## src/rtl/char_rotator.sv

```systemverilog
// char_rotator: rotates the six-character banner "dE102 " across six
// 7-segment decoder stages. A clock-enable divider produces one rotation
// step every TICK_DIV enabled cycles. Direction is chosen by dir, and load
// returns the banner to its home position.
module char_rotator #(
    parameter int unsigned TICK_DIV = 50_000_000
) (
    input  logic       clk,
    input  logic       reset,
    input  logic       en,
    input  logic       dir,
    input  logic       load,
    output logic [2:0] code_5,
    output logic [2:0] code_4,
    output logic [2:0] code_3,
    output logic [2:0] code_2,
    output logic [2:0] code_1,
    output logic [2:0] code_0,
    output logic [2:0] pos,
    output logic       tick
);

    // Divider width covers TICK_DIV-1 (TICK_DIV >= 2 keeps this >= 1).
    localparam int unsigned        CNT_W   = $clog2(TICK_DIV);
    localparam logic [CNT_W-1:0]   CNT_MAX = CNT_W'(TICK_DIV - 1);
    localparam logic [CNT_W-1:0]   CNT_ONE = CNT_W'(1);
    localparam logic [CNT_W-1:0]   CNT_ZERO = {CNT_W{1'b0}};

    // Character codes
    localparam logic [2:0] CH_D     = 3'b000;
    localparam logic [2:0] CH_E     = 3'b001;
    localparam logic [2:0] CH_1     = 3'b010;
    localparam logic [2:0] CH_0     = 3'b011;
    localparam logic [2:0] CH_2     = 3'b100;
    localparam logic [2:0] CH_BLANK = 3'b111;

    logic [CNT_W-1:0] cnt_q, cnt_d;
    logic [2:0]       pos_q, pos_d;
    logic             tick_q, tick_d;

    // Banner sequence lookup. Any out-of-range index shows blank, so the
    // unused codes 101/110 can never reach the decoders.
    function automatic logic [2:0] seq_code(input logic [2:0] idx);
        logic [2:0] c;
        case (idx)
            3'd0:    c = CH_D;
            3'd1:    c = CH_E;
            3'd2:    c = CH_1;
            3'd3:    c = CH_0;
            3'd4:    c = CH_2;
            3'd5:    c = CH_BLANK;
            default: c = CH_BLANK;
        endcase
        return c;
    endfunction

    // (p + off) mod 6, for p in 0..5 and off in 0..5.
    function automatic logic [2:0] rot_index(input logic [2:0] p, input logic [2:0] off);
        logic [3:0] sum;
        logic [3:0] wrapped;
        logic [2:0] r;
        sum     = {1'b0, p} + {1'b0, off};
        wrapped = sum - 4'd6;
        if (sum >= 4'd6) begin
            r = wrapped[2:0];
        end else begin
            r = sum[2:0];
        end
        return r;
    endfunction

    // Next position when rotating left. Any illegal value falls back to home.
    function automatic logic [2:0] pos_inc(input logic [2:0] p);
        logic [2:0] r;
        if (p >= 3'd5) begin
            r = 3'd0;
        end else begin
            r = p + 3'd1;
        end
        return r;
    endfunction

    // Next position when rotating right. Any illegal value falls back to 5.
    function automatic logic [2:0] pos_dec(input logic [2:0] p);
        logic [2:0] r;
        if ((p == 3'd0) || (p > 3'd5)) begin
            r = 3'd5;
        end else begin
            r = p - 3'd1;
        end
        return r;
    endfunction

    // Next-state logic with priority load > en > hold. Reset is applied in the register.
    always_comb begin
        cnt_d  = cnt_q;
        pos_d  = pos_q;
        tick_d = 1'b0;
        if (load) begin
            cnt_d = CNT_ZERO;
            pos_d = 3'd0;
        end else if (en) begin
            if (cnt_q >= CNT_MAX) begin
                cnt_d  = CNT_ZERO;
                tick_d = 1'b1;
                if (dir) begin
                    pos_d = pos_dec(pos_q);
                end else begin
                    pos_d = pos_inc(pos_q);
                end
            end else begin
                cnt_d = cnt_q + CNT_ONE;
            end
        end else begin
            cnt_d = cnt_q;
            pos_d = pos_q;
        end
    end

    // State registers with synchronous active-high reset.
    always_ff @(posedge clk) begin
        if (reset) begin
            cnt_q  <= CNT_ZERO;
            pos_q  <= 3'd0;
            tick_q <= 1'b0;
        end else begin
            cnt_q  <= cnt_d;
            pos_q  <= pos_d;
            tick_q <= tick_d;
        end
    end

    // Display k shows SEQ[(5 - k + pos) mod 6]. The leftmost display is at offset 0.
    assign code_5 = seq_code(rot_index(pos_q, 3'd0));
    assign code_4 = seq_code(rot_index(pos_q, 3'd1));
    assign code_3 = seq_code(rot_index(pos_q, 3'd2));
    assign code_2 = seq_code(rot_index(pos_q, 3'd3));
    assign code_1 = seq_code(rot_index(pos_q, 3'd4));
    assign code_0 = seq_code(rot_index(pos_q, 3'd5));

    assign pos  = pos_q;
    assign tick = tick_q;

endmodule

```

## config.mk

```make
export PLATFORM = sky130hd
export DESIGN_NAME = char_rotator
export DESIGN_NICKNAME = d
export VERILOG_FILES = /design/src/rtl/char_rotator.sv
export SDC_FILE = /design/constraint.sdc
export NUM_CORES = 1
export LEC_CHECK = 0
export ABC_AREA = 1
export BUFFER_PORTS_ARGS = -buffer_cell sky130_fd_sc_hd__buf_4
export CAP_MARGIN = 30
export CORE_AREA = 2 2 51 88
export DETAILED_ROUTE_END_ITERATION = 8
export DIE_AREA = 0 0 53 90
export GPL_ROUTABILITY_DRIVEN = 1
export PLACE_DENSITY = 0.73
export SLEW_MARGIN = 20
export SYNTH_ARGS = -nofsm -noshare
export SYNTH_HDL_FRONTEND = slang
export SYNTH_SLANG_ARGS = --single-unit
export TNS_END_PERCENT = 30
```

## constraint.sdc

```tcl
create_clock -name clk -period 5.55 [get_ports clk]
set_input_delay 1.11 -clock clk [delete_from_list [all_inputs] [get_ports clk]]
set_output_delay 1.11 -clock clk [all_outputs]
set_load 0.05 [all_outputs]
```

; ---- Yosys cells after proc, flatten, opt, wreduce, memory -nomap -nowiden
; Index checks and enable logic that the tools add are counted.
[totals]
register_bits = 30
inputBits = 5
output_inout_bits = 22
word_cells = 79
[classes]
add_sub_neg = 14
order_cmp = 9
eq_ne = 24
n_mux = 17
bitwise_logic = 1
n_reduce_logical = 11
[ops]
columns = op, n
row1 = one-hot mux 3 bit (5 select lines), 6
row2 = "equality test 3 x 2 -> 1 bit, second input constant", 12
row3 = 2-to-1 mux 3 bit, 9
row4 = "adder 26 x 1 -> 26 bit, second input constant", 1
row5 = "greater-or-equal comparator 26 bit, second input constant", 1
row6 = 2-to-1 mux 26 bit, 1
row7 = logical NOT 3 bit, 7
row8 = "greater-or-equal comparator 4 x 3 -> 1 bit, second input constant", 5
row9 = "equality test 3 x 1 -> 1 bit, second input constant", 6
row10 = "equality test 3 bit, second input constant", 6
row11 = "subtractor 3 bit, second input constant", 6
row12 = "adder 3 x 2 -> 4 bit, second input constant", 2
row13 = "adder 3 x 3 -> 4 bit, second input constant", 2
row14 = "greater-or-equal comparator 3 bit, second input constant", 2
row15 = "adder 3 x 1 -> 4 bit, second input constant", 1
row16 = "adder 3 x 1 -> 3 bit, second input constant", 1
row17 = "greater-than comparator 3 bit, second input constant", 1
row18 = OR reduction 3 bit, 1
row19 = "subtractor 3 x 1 -> 3 bit, second input constant", 1
row20 = AND reduction 2 bit, 1
row21 = OR reduction 2 bit, 1
row22 = logical OR 1 bit, 1
row23 = 2-to-1 mux 1 bit, 1
row24 = inverter 1 bit, 1

; ---- Logic depth before layout (Yosys ltp)
; Gate-level depths: netlist of run 1.
[depth]
depth_word = 5
mapped_depth = 12
depth_no_buf = 10

; ---- Worst setup path after synthesis of run 1
; OpenSTA, ideal clock, no wires.
[synth_path]
path_type = flip-flop to output port
start = register pos_q[1], in the netlist pos[1]
end = output code_5[0]
arrival_time_ns = 3.832
t_required_ns = 4.440
path_slack_ns = 0.608
path_stages_with_launch = 6
n_path_buf = 0
cell_sequence = dfxtp_1 > inv_1 > ha_1 > o21ai_0 > inv_1 > o21ai_0
[synth_between]
elab_chain_len = 4
word_cells_on_any_way = 9
classes_between = add/sub: 1 / order compare: 1 / eq/ne: 4 / mux: 2 / reduce/logical: 1
[synth_lines]
columns = element, line
row1 = "start, declared", 38  ; logic [2:0] pos_q, pos_d;
row2 = "start signal, assigned", 128  ; pos_q <= pos_d;
row3 = subtractor 3 bit or greater-or-equal comparator 3 bit (tied branches), "63, 64"
row4 = 2-to-1 mux 3 bit *, 64  ; if (sum >= 4'd6) begin
row5 = equality test 3 bit (tied with other cells), 45  ; case (idx)
row6 = one-hot mux 3 bit (5 select lines) *, 45
row7 = "end, declared", 13  ; output logic [2:0] code_5,
; Mark *: on every way between the ends. The rest lies on a longest branch, timed or not.

; ---- Worst setup path in the final report of run 1
[layout_path]
start = register pos_q[0], in the netlist pos[0]
end = output code_0[2]
[layout_between]
elab_chain_len = 5
word_cells_on_any_way = 10
classes_between = add/sub: 2 / order compare: 1 / eq/ne: 4 / mux: 2 / reduce/logical: 1
[layout_lines]
columns = element, line
row1 = adder 3 x 3 -> 4 bit *, 62  ; sum = {1'b0, p} + {1'b0, off};
row2 = greater-or-equal comparator 4 x 3 -> 1 bit or subtractor 3 bit (tied branches), "64, 63"
row3 = 2-to-1 mux 3 bit *, 64
row4 = equality test 3 bit (tied with other cells), 45
row5 = one-hot mux 3 bit (5 select lines) *, 45
row6 = "end, declared", 18  ; output logic [2:0] code_0,
; Marked as above.

==> impl_metrics.env, run 1 <==
export IMPL_outcome="finished clean"
export IMPL_intPower_uw=319
export IMPL_overflow=0
export IMPL_p_leak_uw=0.00109
export IMPL_ant_nets=0
export IMPL_min_path_type="flop to flop"
export IMPL_endpoint_kind="primary output"
export IMPL_drt_iter0_markers=75
export IMPL_switching_share_pct=21.7
export IMPL_skew_ps=5.10
export IMPL_min_to="cnt_q[1]"
export IMPL_rsz0062_at_grt="false"
export IMPL_vdd_drop_max_mv=0.154
export IMPL_required_ps=4440
export IMPL_area_growth_pct=13.7
export IMPL_drtPass1Iterations=4
export IMPL_max_slew_margin_pct=65.9
export IMPL_start_util_pct=52.5
export IMPL_r2r_end="pos[0]"
export IMPL_gp_congestion=0.901
export IMPL_drive_gt1_share_pct=12.5
export IMPL_p_per_area_nw_per_um2=168
export IMPL_drt_wl_total_mm=4.80
export IMPL_reg2reg_depth=8
export IMPL_fp_dieH_um=90
export IMPL_max_freq_mhz=266
export IMPL_hpwlAfterDp_mm=3.85
export IMPL_drv_cap=0
export IMPL_cp_start_kind="flop"
export IMPL_antenna_cells=0
export IMPL_root_buffer="clkbuf_8"
export IMPL_nets=375
export IMPL_worst_slack_ps=1800
export IMPL_postCtsHoldBufs=0
export IMPL_comb_power_share_pct=2.9
export IMPL_clkPwrFrac_pct=44.1
export IMPL_timing_final_max_slew_violations=0
export IMPL_fin_crit_sh_pct=67.6
export IMPL_holdWs_ps=505
export IMPL_ys_seq_area_share_pct=28.1
export IMPL_cts_buffer_depth=2
export IMPL_cts_tree="yes"
export IMPL_viasPerCell=5.16
export IMPL_syn_instance_count=334
export IMPL_vias=2107
export IMPL_grt_max_degree=25
export IMPL_rows=31
export IMPL_worst_slew_pin_slew_ps=510
export IMPL_finalPower_uw=408
export IMPL_crit_type="flop to primary output"
export IMPL_io_buffer_count=26
export IMPL_ys_seq_elements=30
export IMPL_grt_pass1_vias=2053
export IMPL_reg2reg_slack_ps=3490
export IMPL_switchingPower_uw=88.4
export IMPL_fin_crit_ps=3750
export IMPL_antenna_found_initial=0
export IMPL_numCtsBuffers=5
export IMPL_postLayoutCellArea_um2=2430
export IMPL_power_share_sequential_pct=53.0
export IMPL_wl_per_cell_um=11.8
export IMPL_r2r_start="pos[1]"
export IMPL_setup_tns_final_ps=0
export IMPL_crit_fanout=14
export IMPL_h_tree_depth=2
export IMPL_synthesis_area_per_instance_um2=6.40
export IMPL_finalHoldViolCount=0
export IMPL_synth_warnings=0
export IMPL_clock_latency_ps=280
export IMPL_path_clk_slew_ps=60
export IMPL_post_cts_resized=0
export IMPL_fp_dieArea_um2=4770
export IMPL_cts_sinks=30
export IMPL_grt_pass1_wl_mm=8.38
export IMPL_track_usage_pct=23.2
export IMPL_synth_area_um2=2140
export IMPL_syn_nets=351
export IMPL_die_width_um=53
export IMPL_cp_arrival_ps=2640
export IMPL_core_um2=4070
export IMPL_post_synth_num_cell_types=32
export IMPL_setup_viol=0
export IMPL_hp_start="cnt_q[1]"
export IMPL_holdPathStages=2
export IMPL_place_ws_ps=2140
export IMPL_dpl_cell_area_um2=2340
export IMPL_post_cts_setup_buffers=0
export IMPL_drc=0
export IMPL_pin_count=27
[logic make-up (layout without fill, tap and decap cells)]
logic type | count (synthesis) | in the layout | synth area share, %
xor+xnor | 15 | 15 | 6.50
flops | 30 | 30 | 28.1
compound gates | 34 | 34 | 8.61
simple gates | 191 | 191 | 39.6
fa+ha+maj | 12 | 12 | 7.03
buf+inv | 52 | 77 | 10.1
[synth_stat cells, drive strengths merged]
cell type,number,area (um2)
clkbuf,4,15.0
o21a,1,7.51
dfxtp,30,601
ha,12,150
a21boi,2,15.0
o21ai,22,110
xor2,9,78.8
nor3,7,35.0
or2,1,6.26
nand4,12,81.3
nand2,90,353
a21oi,5,25.0
nor2,56,238
a211oi,1,7.51
nand3,23,120
nand3b,1,7.51
inv,43,161
xnor2,6,60.1
buf,5,40.0
o22ai,3,18.8
nor4,1,6.26
[power by group through the flow]
stage | sequential [uW] | clock [uW] | combinational, uW
4_1_cts | 216 | 184 | 12.0
3_5_place_dp | 221 | 0 | 11.9
3_3_place_gp | 221 | 0 | 11.9
2_1_floorplan | 221 | 0 | 9.15
5_1_grt | 216 | 192 | 13.6
6_report | 216 | 180 | 11.8
[registers in the layout, summed over array words and instances (netlist names)]
| signal | count |
|---|---|
| tick | 1 |
| pos | 3 |
| cnt_q | 26 |
[metrics by stage]
step / utilization (%) / instances
floorplan: - / 334
global placement: 57.4 / 400
detailed placement: 57.4 / 400
CTS: 59.7 / 408
global route: 59.7 / 408
finish: 59.7 / 408
[how the worst max path moves through the flow]
stage | startpoint | to | depth (start not counted)
final | pos[0] | code_0[2] | 9
after global routing | pos[0] | code_0[2] | 9
after CTS | pos[0] | code_0[2] | 9
after detailed placement | pos[0] | code_0[2] | 9
after global placement | pos[0] | code_0[2] | 9
after floorplan | pos[1] | code_5[0] | 5
[final cells by class]
class	instances	area (um2)
clock buffers	7	86.3
clock inverters	1	5.00
fillers	411	1640
inverters	43	161
multi-input cells	252	1320
flip-flops and latches	30	601
well taps	49	61.3
repair buffers	26	195
[worst max-delay path: stages (launching register included)]
cell and delay, ps:
dfxtp_1 600, inv_1 290, ha_1 490, inv_1 150, nor3_1 210, nor2_1 100
nand2_1 90, nand3_1 110, o21ai_0 100, buf_4 220
[layer usage]
metal	part of all wire [%]	up-vias	GRT usage (%)
met5	0	-	0
met4	4.7	0	15.8
met3	4.3	15	3.32
met2	55	62	44.0
met1	36	924	20.4
li1	-	1106	-
[cells in the final DEF (no fill, tap or decap)]
cell type | synthesis | final
nand2_4 | 2 | 2
nand3b_1 | 1 | 1
xor2_1 | 9 | 9
a21boi_1 | 1 | 1
or2_2 | 1 | 1
nor2_4 | 3 | 3
o22ai_1 | 3 | 3
nor3_1 | 7 | 7
nand3_1 | 22 | 22
nor4_1 | 1 | 1
o21ai_1 | 1 | 1
xnor2_2 | 1 | 1
xnor2_1 | 5 | 5
inv_2 | 1 | 1
a21boi_0 | 1 | 1
ha_1 | 12 | 12
inv_1 | 42 | 42
clkbuf_1 | 4 | 1
clkinv_2 | 0 | 1
a21oi_1 | 5 | 5
o21ai_0 | 21 | 21
nor2_1 | 51 | 51
dfxtp_1 | 30 | 30
clkbuf_8 | 0 | 6
nand4_2 | 1 | 1
buf_4 | 1 | 26
o21a_1 | 1 | 1
nor2_2 | 2 | 2
nand4_1 | 11 | 11
a211oi_1 | 1 | 1
nand2_1 | 88 | 88
nand3_2 | 1 | 1
Power figures use the tool's default switching activity.
==> run 2: changes to the inputs <==
--- a/config.mk
+++ b/config.mk
@@ -8,11 +8,11 @@
 export ABC_AREA = 1
 export BUFFER_PORTS_ARGS = -buffer_cell sky130_fd_sc_hd__buf_4
 export CAP_MARGIN = 30
-export CORE_AREA = 2 2 51 88
+export CORE_AREA = 2 2 52 90
 export DETAILED_ROUTE_END_ITERATION = 8
-export DIE_AREA = 0 0 53 90
+export DIE_AREA = 0 0 54 92
 export GPL_ROUTABILITY_DRIVEN = 1
-export PLACE_DENSITY = 0.73
+export PLACE_DENSITY = 0.74
 export SLEW_MARGIN = 20
 export SYNTH_ARGS = -nofsm -noshare
 export SYNTH_HDL_FRONTEND = slang
==> constraint.sdc (replaced) <==
create_clock -name clk -period 3.2 [get_ports clk]
set_input_delay 0.64 -clock clk [delete_from_list [all_inputs] [get_ports clk]]
set_output_delay 0.64 -clock clk [all_outputs]
set_load 0.05 [all_outputs]
==> run 2 against run 1 <==
  * First-iteration DRC count fell by 17%
  * Global-route usage fell by 0.31 points
  * Worst setup slack got worse by 1600 ps
  * Clock skew barely moved
  * Sequential power rose by 73%
  * Die area rose by 4.2%
  * Non-clock buffer count rose by 1
  * Critical endpoint is now code_0[1]
  * Critical path depth did not move
  * Total power rose by 68%
==> impl_metrics.env, run 2 (synthesis results as in run 1) <==
export IMPL_postCtsHoldBufs=0
export IMPL_start_util_pct=49.4
export IMPL_fin_crit_sh_pct=93.3
export IMPL_fp_dieH_um=92
export IMPL_drv_cap=0
export IMPL_worst_slew_pin_slew_ps=479
export IMPL_r2r_end="pos[0]"
export IMPL_die_width_um=54
export IMPL_rsz0062_at_grt="false"
export IMPL_post_cts_resized=0
export IMPL_antenna_cells=0
export IMPL_switchingPower_uw=152
export IMPL_antenna_found_initial=0
export IMPL_track_usage_pct=22.9
export IMPL_setup_viol=0
export IMPL_intPower_uw=534
export IMPL_timing_final_max_slew_violations=0
export IMPL_overflow=0
export IMPL_dpl_cell_area_um2=2370
export IMPL_fp_dieArea_um2=4970
export IMPL_nets=376
export IMPL_final_cells=411
export IMPL_finalHoldViolCount=0
export IMPL_place_inst=403
export IMPL_cts_buffer_depth=2
export IMPL_hp_start="cnt_q[1]"
export IMPL_pin_count=27
export IMPL_vdd_drop_max_mv=0.267
export IMPL_power_share_sequential_pct=54.5
export IMPL_r2r_start="pos[1]"
export IMPL_cp_arrival_ps=2340
export IMPL_skew_ps=5.45
export IMPL_max_flop_register="cnt_q"
export IMPL_hpwlAfterDp_mm=3.87
export IMPL_crit_type="flop to primary output"
export IMPL_largest_reg_flops=26
export IMPL_crit_fanout=14
export IMPL_endpoint_kind="primary output"
export IMPL_grt_pass1_vias=2062
export IMPL_drt_iter0_markers=62
export IMPL_reg2reg_slack_ps=1280
export IMPL_clkPwrFrac_pct=42.5
export IMPL_min_path_type="flop to flop"
export IMPL_drtPass1Iterations=4
export IMPL_numCtsBuffers=5
export IMPL_vias=2120
export IMPL_io_buffer_count=26
export IMPL_outcome="finished clean"
export IMPL_cp_start_kind="flop"
export IMPL_drt_wl_total_mm=4.99
export IMPL_path_clk_slew_ps=60
export IMPL_ant_nets=0
export IMPL_drive_gt1_share_pct=14.2
export IMPL_holdPathStages=2
export IMPL_grt_pass1_wl_mm=8.38
export IMPL_gp_congestion=0.841
export IMPL_rows=32
export IMPL_cts_tree="yes"
export IMPL_switching_share_pct=22.1
export IMPL_area_growth_pct=15.0
export IMPL_required_ps=2560
export IMPL_max_freq_mhz=335
export IMPL_root_buffer="clkbuf_8"
export IMPL_wl_per_cell_um=12.1
export IMPL_max_slew_margin_pct=67.9
export IMPL_fillers=433
export IMPL_h_tree_depth=2
export IMPL_min_to="cnt_q[1]"
export IMPL_final_common_cell="nand2_1"
export IMPL_p_per_area_nw_per_um2=279
export IMPL_post_cts_setup_buffers=0
export IMPL_final_cell_mix="nand2_1 (87), nor2_1 (51), inv_1 (42)"
export IMPL_clock_latency_ps=290
export IMPL_viasPerCell=5.16
export IMPL_p_leak_uw=0.00109
export IMPL_reg2reg_depth=7
export IMPL_fin_crit_ps=2980
export IMPL_setup_tns_final_ps=0
export IMPL_comb_power_share_pct=3.0
export IMPL_drc=0
export IMPL_postLayoutCellArea_um2=2460
export IMPL_cts_sinks=30
export IMPL_grt_max_degree=25
export IMPL_core_um2=4320
## run 2: cell type report
class / count / area [um2] / area share [%]
Inverter: 43 / 161 / 6.57
Multi-Input combinational cell: 252 / 1340 / 54.7
Tap cell: 51 / 63.8 / 2.60
Clock buffer: 8 / 80.1 / 3.26
Sequential cell: 30 / 606 / 24.6
Timing Repair Buffer: 27 / 203 / 8.25
## run 2: worst max path at each step
stage	from	slack [ps]	cells past startpoint	endpoint
2_1_floorplan	pos[0]	10	9	code_0[2]
5_1_grt	pos[0]	20	10	code_2[1]
6_report	pos[0]	220	9	code_0[1]
3_3_place_gp	pos[0]	560	10	code_2[1]
4_1_cts	pos[0]	200	10	code_2[1]
3_5_place_dp	pos[0]	510	10	code_2[1]
## run 2: per-stage QoR
stage	power, uW	hold WS [ps]	worst slack (ps)	utilization [%]
after CTS	692	505	198	56.8
final	686	509	216	56.8
after detailed placement	403	496	508	54.9
after floorplan	398	458	14.4	-
after global placement	403	486	562	54.9
after global routing	709	535	15.7	56.8
## run 2: power groups by stage
stage,Sequential [uW],Combinational [uW],Clock (uW)
5_1_grt,374,23.3,312
4_1_cts,374,20.8,297
6_report,374,20.7,291
3_3_place_gp,382,20.5,0
2_1_floorplan,382,15.9,0
3_5_place_dp,382,20.8,0
## run 2: critical path: stages, from the launching register on
cell and delay [ps]:
dfxtp_4 390, inv_1 280, ha_2 390, inv_1 180, nor3_1 80, nor2_1 210
nand2_1 110, nand3_1 130, nand3_1 90, buf_4 190
## run 2: layer usage
layer	vias to the layer above	share of wire (%)	track usage [%]
li1	1109	-	-
met1	933	37	20.2
met2	64	55	43.6
met3	14	4.2	3.26
met4	0	4.1	14.8
met5	-	0	0
==> run 3: changes to the inputs <==
--- a/config.mk
+++ b/config.mk
@@ -8,11 +8,10 @@
 export ABC_AREA = 1
 export BUFFER_PORTS_ARGS = -buffer_cell sky130_fd_sc_hd__buf_4
 export CAP_MARGIN = 30
-export CORE_AREA = 2 2 52 90
+export CORE_AREA = 2 2 56 97
 export DETAILED_ROUTE_END_ITERATION = 8
-export DIE_AREA = 0 0 54 92
+export DIE_AREA = 0 0 58 99
 export GPL_ROUTABILITY_DRIVEN = 1
-export PLACE_DENSITY = 0.74
 export SLEW_MARGIN = 20
 export SYNTH_ARGS = -nofsm -noshare
 export SYNTH_HDL_FRONTEND = slang
==> constraint.sdc (replaced) <==
create_clock -name clk -period 2.8 [get_ports clk]
set_input_delay 0.56 -clock clk [delete_from_list [all_inputs] [get_ports clk]]
set_output_delay 0.56 -clock clk [all_outputs]
set_load 0.05 [all_outputs]
==> run 3 against run 2 <==
  * Clock power is 40% higher
  * Cell count increased by 2.9%
  * Non-clock buffer count is 9 higher
  * Largest power group unchanged
  * Clock skew decreased by 2.1 ps
==> impl_metrics.env, run 3 (synthesis results as in run 1) <==
export IMPL_postCtsHoldBufs=0
export IMPL_final_cells=423
export IMPL_min_path_type="flop to flop"
export IMPL_crit_fanout=7
export IMPL_place_inst=407
export IMPL_fp_dieH_um=99
export IMPL_final_common_cell="nand2_1"
export IMPL_required_ps=2240
export IMPL_drive_gt1_share_pct=20.1
export IMPL_clock_latency_ps=280
export IMPL_viasPerCell=5.04
export IMPL_drt_wl_total_mm=5.31
export IMPL_r2r_end="pos[0]"
export IMPL_cp_arrival_ps=2120
export IMPL_setup_viol=0
export IMPL_cp_slowest_cell="dfxtp_4"
export IMPL_track_usage_pct=20.7
export IMPL_finalHoldViolCount=0
export IMPL_max_freq_mhz=374
export IMPL_rsz0062_at_grt="true"
export IMPL_grt_pass1_vias=2082
export IMPL_crit_buf_inv=2
export IMPL_endpoint_kind="primary output"
export IMPL_r2r_start="pos[1]"
export IMPL_drtPass1Iterations=4
export IMPL_fillers=530
export IMPL_vias=2131
export IMPL_antenna_found_initial=0
export IMPL_rows=34
export IMPL_ant_nets=0
export IMPL_start_util_pct=43.3
export IMPL_area_growth_pct=22.5
export IMPL_fp_dieArea_um2=5740
export IMPL_p_leak_uw=0.00116
export IMPL_reg2reg_depth=8
export IMPL_holdWs_ps=512
export IMPL_crit_path_start="pos[1]"
export IMPL_cts_sinks=30
export IMPL_hpwlAfterDp_mm=4.16
export IMPL_gp_congestion=0.893
export IMPL_cp_top_family="flip-flops"
export IMPL_grt_max_degree=25
export IMPL_fin_crit_ps=2680
export IMPL_grt_pass1_wl_mm=9.18
export IMPL_reg2reg_slack_ps=870
export IMPL_p_per_area_nw_per_um2=327
export IMPL_hp_start="cnt_q[1]"
export IMPL_largest_reg_flops=26
export IMPL_timing_final_max_slew_violations=0
export IMPL_skew_ps=3.37
export IMPL_root_buffer="clkbuf_8"
export IMPL_die_width_um=58
export IMPL_vdd_drop_max_mv=0.310
export IMPL_crit_type="flop to primary output"
export IMPL_finalPower_uw=856
export IMPL_pin_count=27
export IMPL_cp_start_kind="flop"
export IMPL_drt_iter0_markers=64
export IMPL_max_slew_margin_pct=65.5
export IMPL_multi_input_area_um2=1380
export IMPL_core_um2=4930
export IMPL_cpPeakStageDelay_ps=390
export IMPL_final_cell_mix="nand2_1 (84), nor2_1 (50), inv_1 (39)"
export IMPL_drv_cap=0
export IMPL_outcome="finished clean"
export IMPL_numCtsBuffers=5
export IMPL_drc=0
export IMPL_max_flop_register="cnt_q"
export IMPL_cts_tree="yes"
export IMPL_wl_per_cell_um=12.5
export IMPL_io_buffer_count=26
export IMPL_worst_slack_ps=124
export IMPL_cts_buffer_depth=2
export IMPL_place_ws_ps=232
export IMPL_fin_crit_sh_pct=95.6
export IMPL_nets=385
export IMPL_worstPathCellList="clkinvlp_4, ha_4, nor2_1, o21ai_0, xor2_1, o21ai_2, buf_4"
export IMPL_seqCellArea_um2=608
export IMPL_overflow=0
export IMPL_antenna_cells=0
export IMPL_worst_slew_pin_slew_ps=516
export IMPL_fin_util_pct=53.1
export IMPL_min_to="cnt_q[1]"
export IMPL_h_tree_depth=2
export IMPL_holdPathStages=2
export IMPL_path_clk_slew_ps=60
-- run 3: cell count changes in the layout (fill, tap and decap cells not counted), sizes merged --
cell / delta
buf: +9
clkinvlp: +2
inv: -2
-- run 3: worst max path at each step --
stage / endpoint / cells after the start
after global routing: code_0[2] / 9
after global placement: code_0[1] / 9
after detailed placement: code_0[1] / 9
after floorplan: code_5[0] / 5
final: code_4[1] / 7
after CTS: code_2[1] / 10
-- run 3: cell type report --
cell class                 count  area share (%)
sequential                    30            23.2
timing repair buffer          36            10.6
tap                           54            2.58
clock buffer                   8            4.20
inverter                      43            6.55
multi-input combinational    252            52.8
-- run 3: repair_timing --
| item | CTS | global route |
|---|---|---|
| gates resized for setup | 2 | 9 |
| endpoints found under the setup margin | 6 | 8 |
| pin swaps | 1 | 1 |
| setup buffers | 1 | 7 |
-- run 3: per-stage QoR --
stage	TNS [ps]	instance area, um2
finish	0	2620
global placement	0	2410
detailed placement	0	2410
global route	-95.4	2620
CTS	0	2540
floorplan	-601	2200
-- run 3: report_power, final --
group          total, uW  internal, uW  switching [uW]
combinational       23.5          7.67            15.8
clock                406           248             158
sequential           427           426           0.820
-- run 3: worst register-to-register path: stages, from the launching register on --
cell and delay, ps:
dfxtp_4 390, clkinvlp_4 200, ha_1 280, a21oi_1 330
nand2_1 150, o21ai_0 160, o21ai_0 90, nand3b_1 180
nand2_1 90
-- run 3: per-layer routing --
metal | GRT usage, % | share of wire [%] | up-vias
met3 | 3.28 | 3.2 | 17
li1 | - | - | 1127
met5 | 0 | 0 | -
met4 | 12.3 | 4.4 | 0
met2 | 38.1 | 55 | 48
met1 | 20.9 | 37 | 939
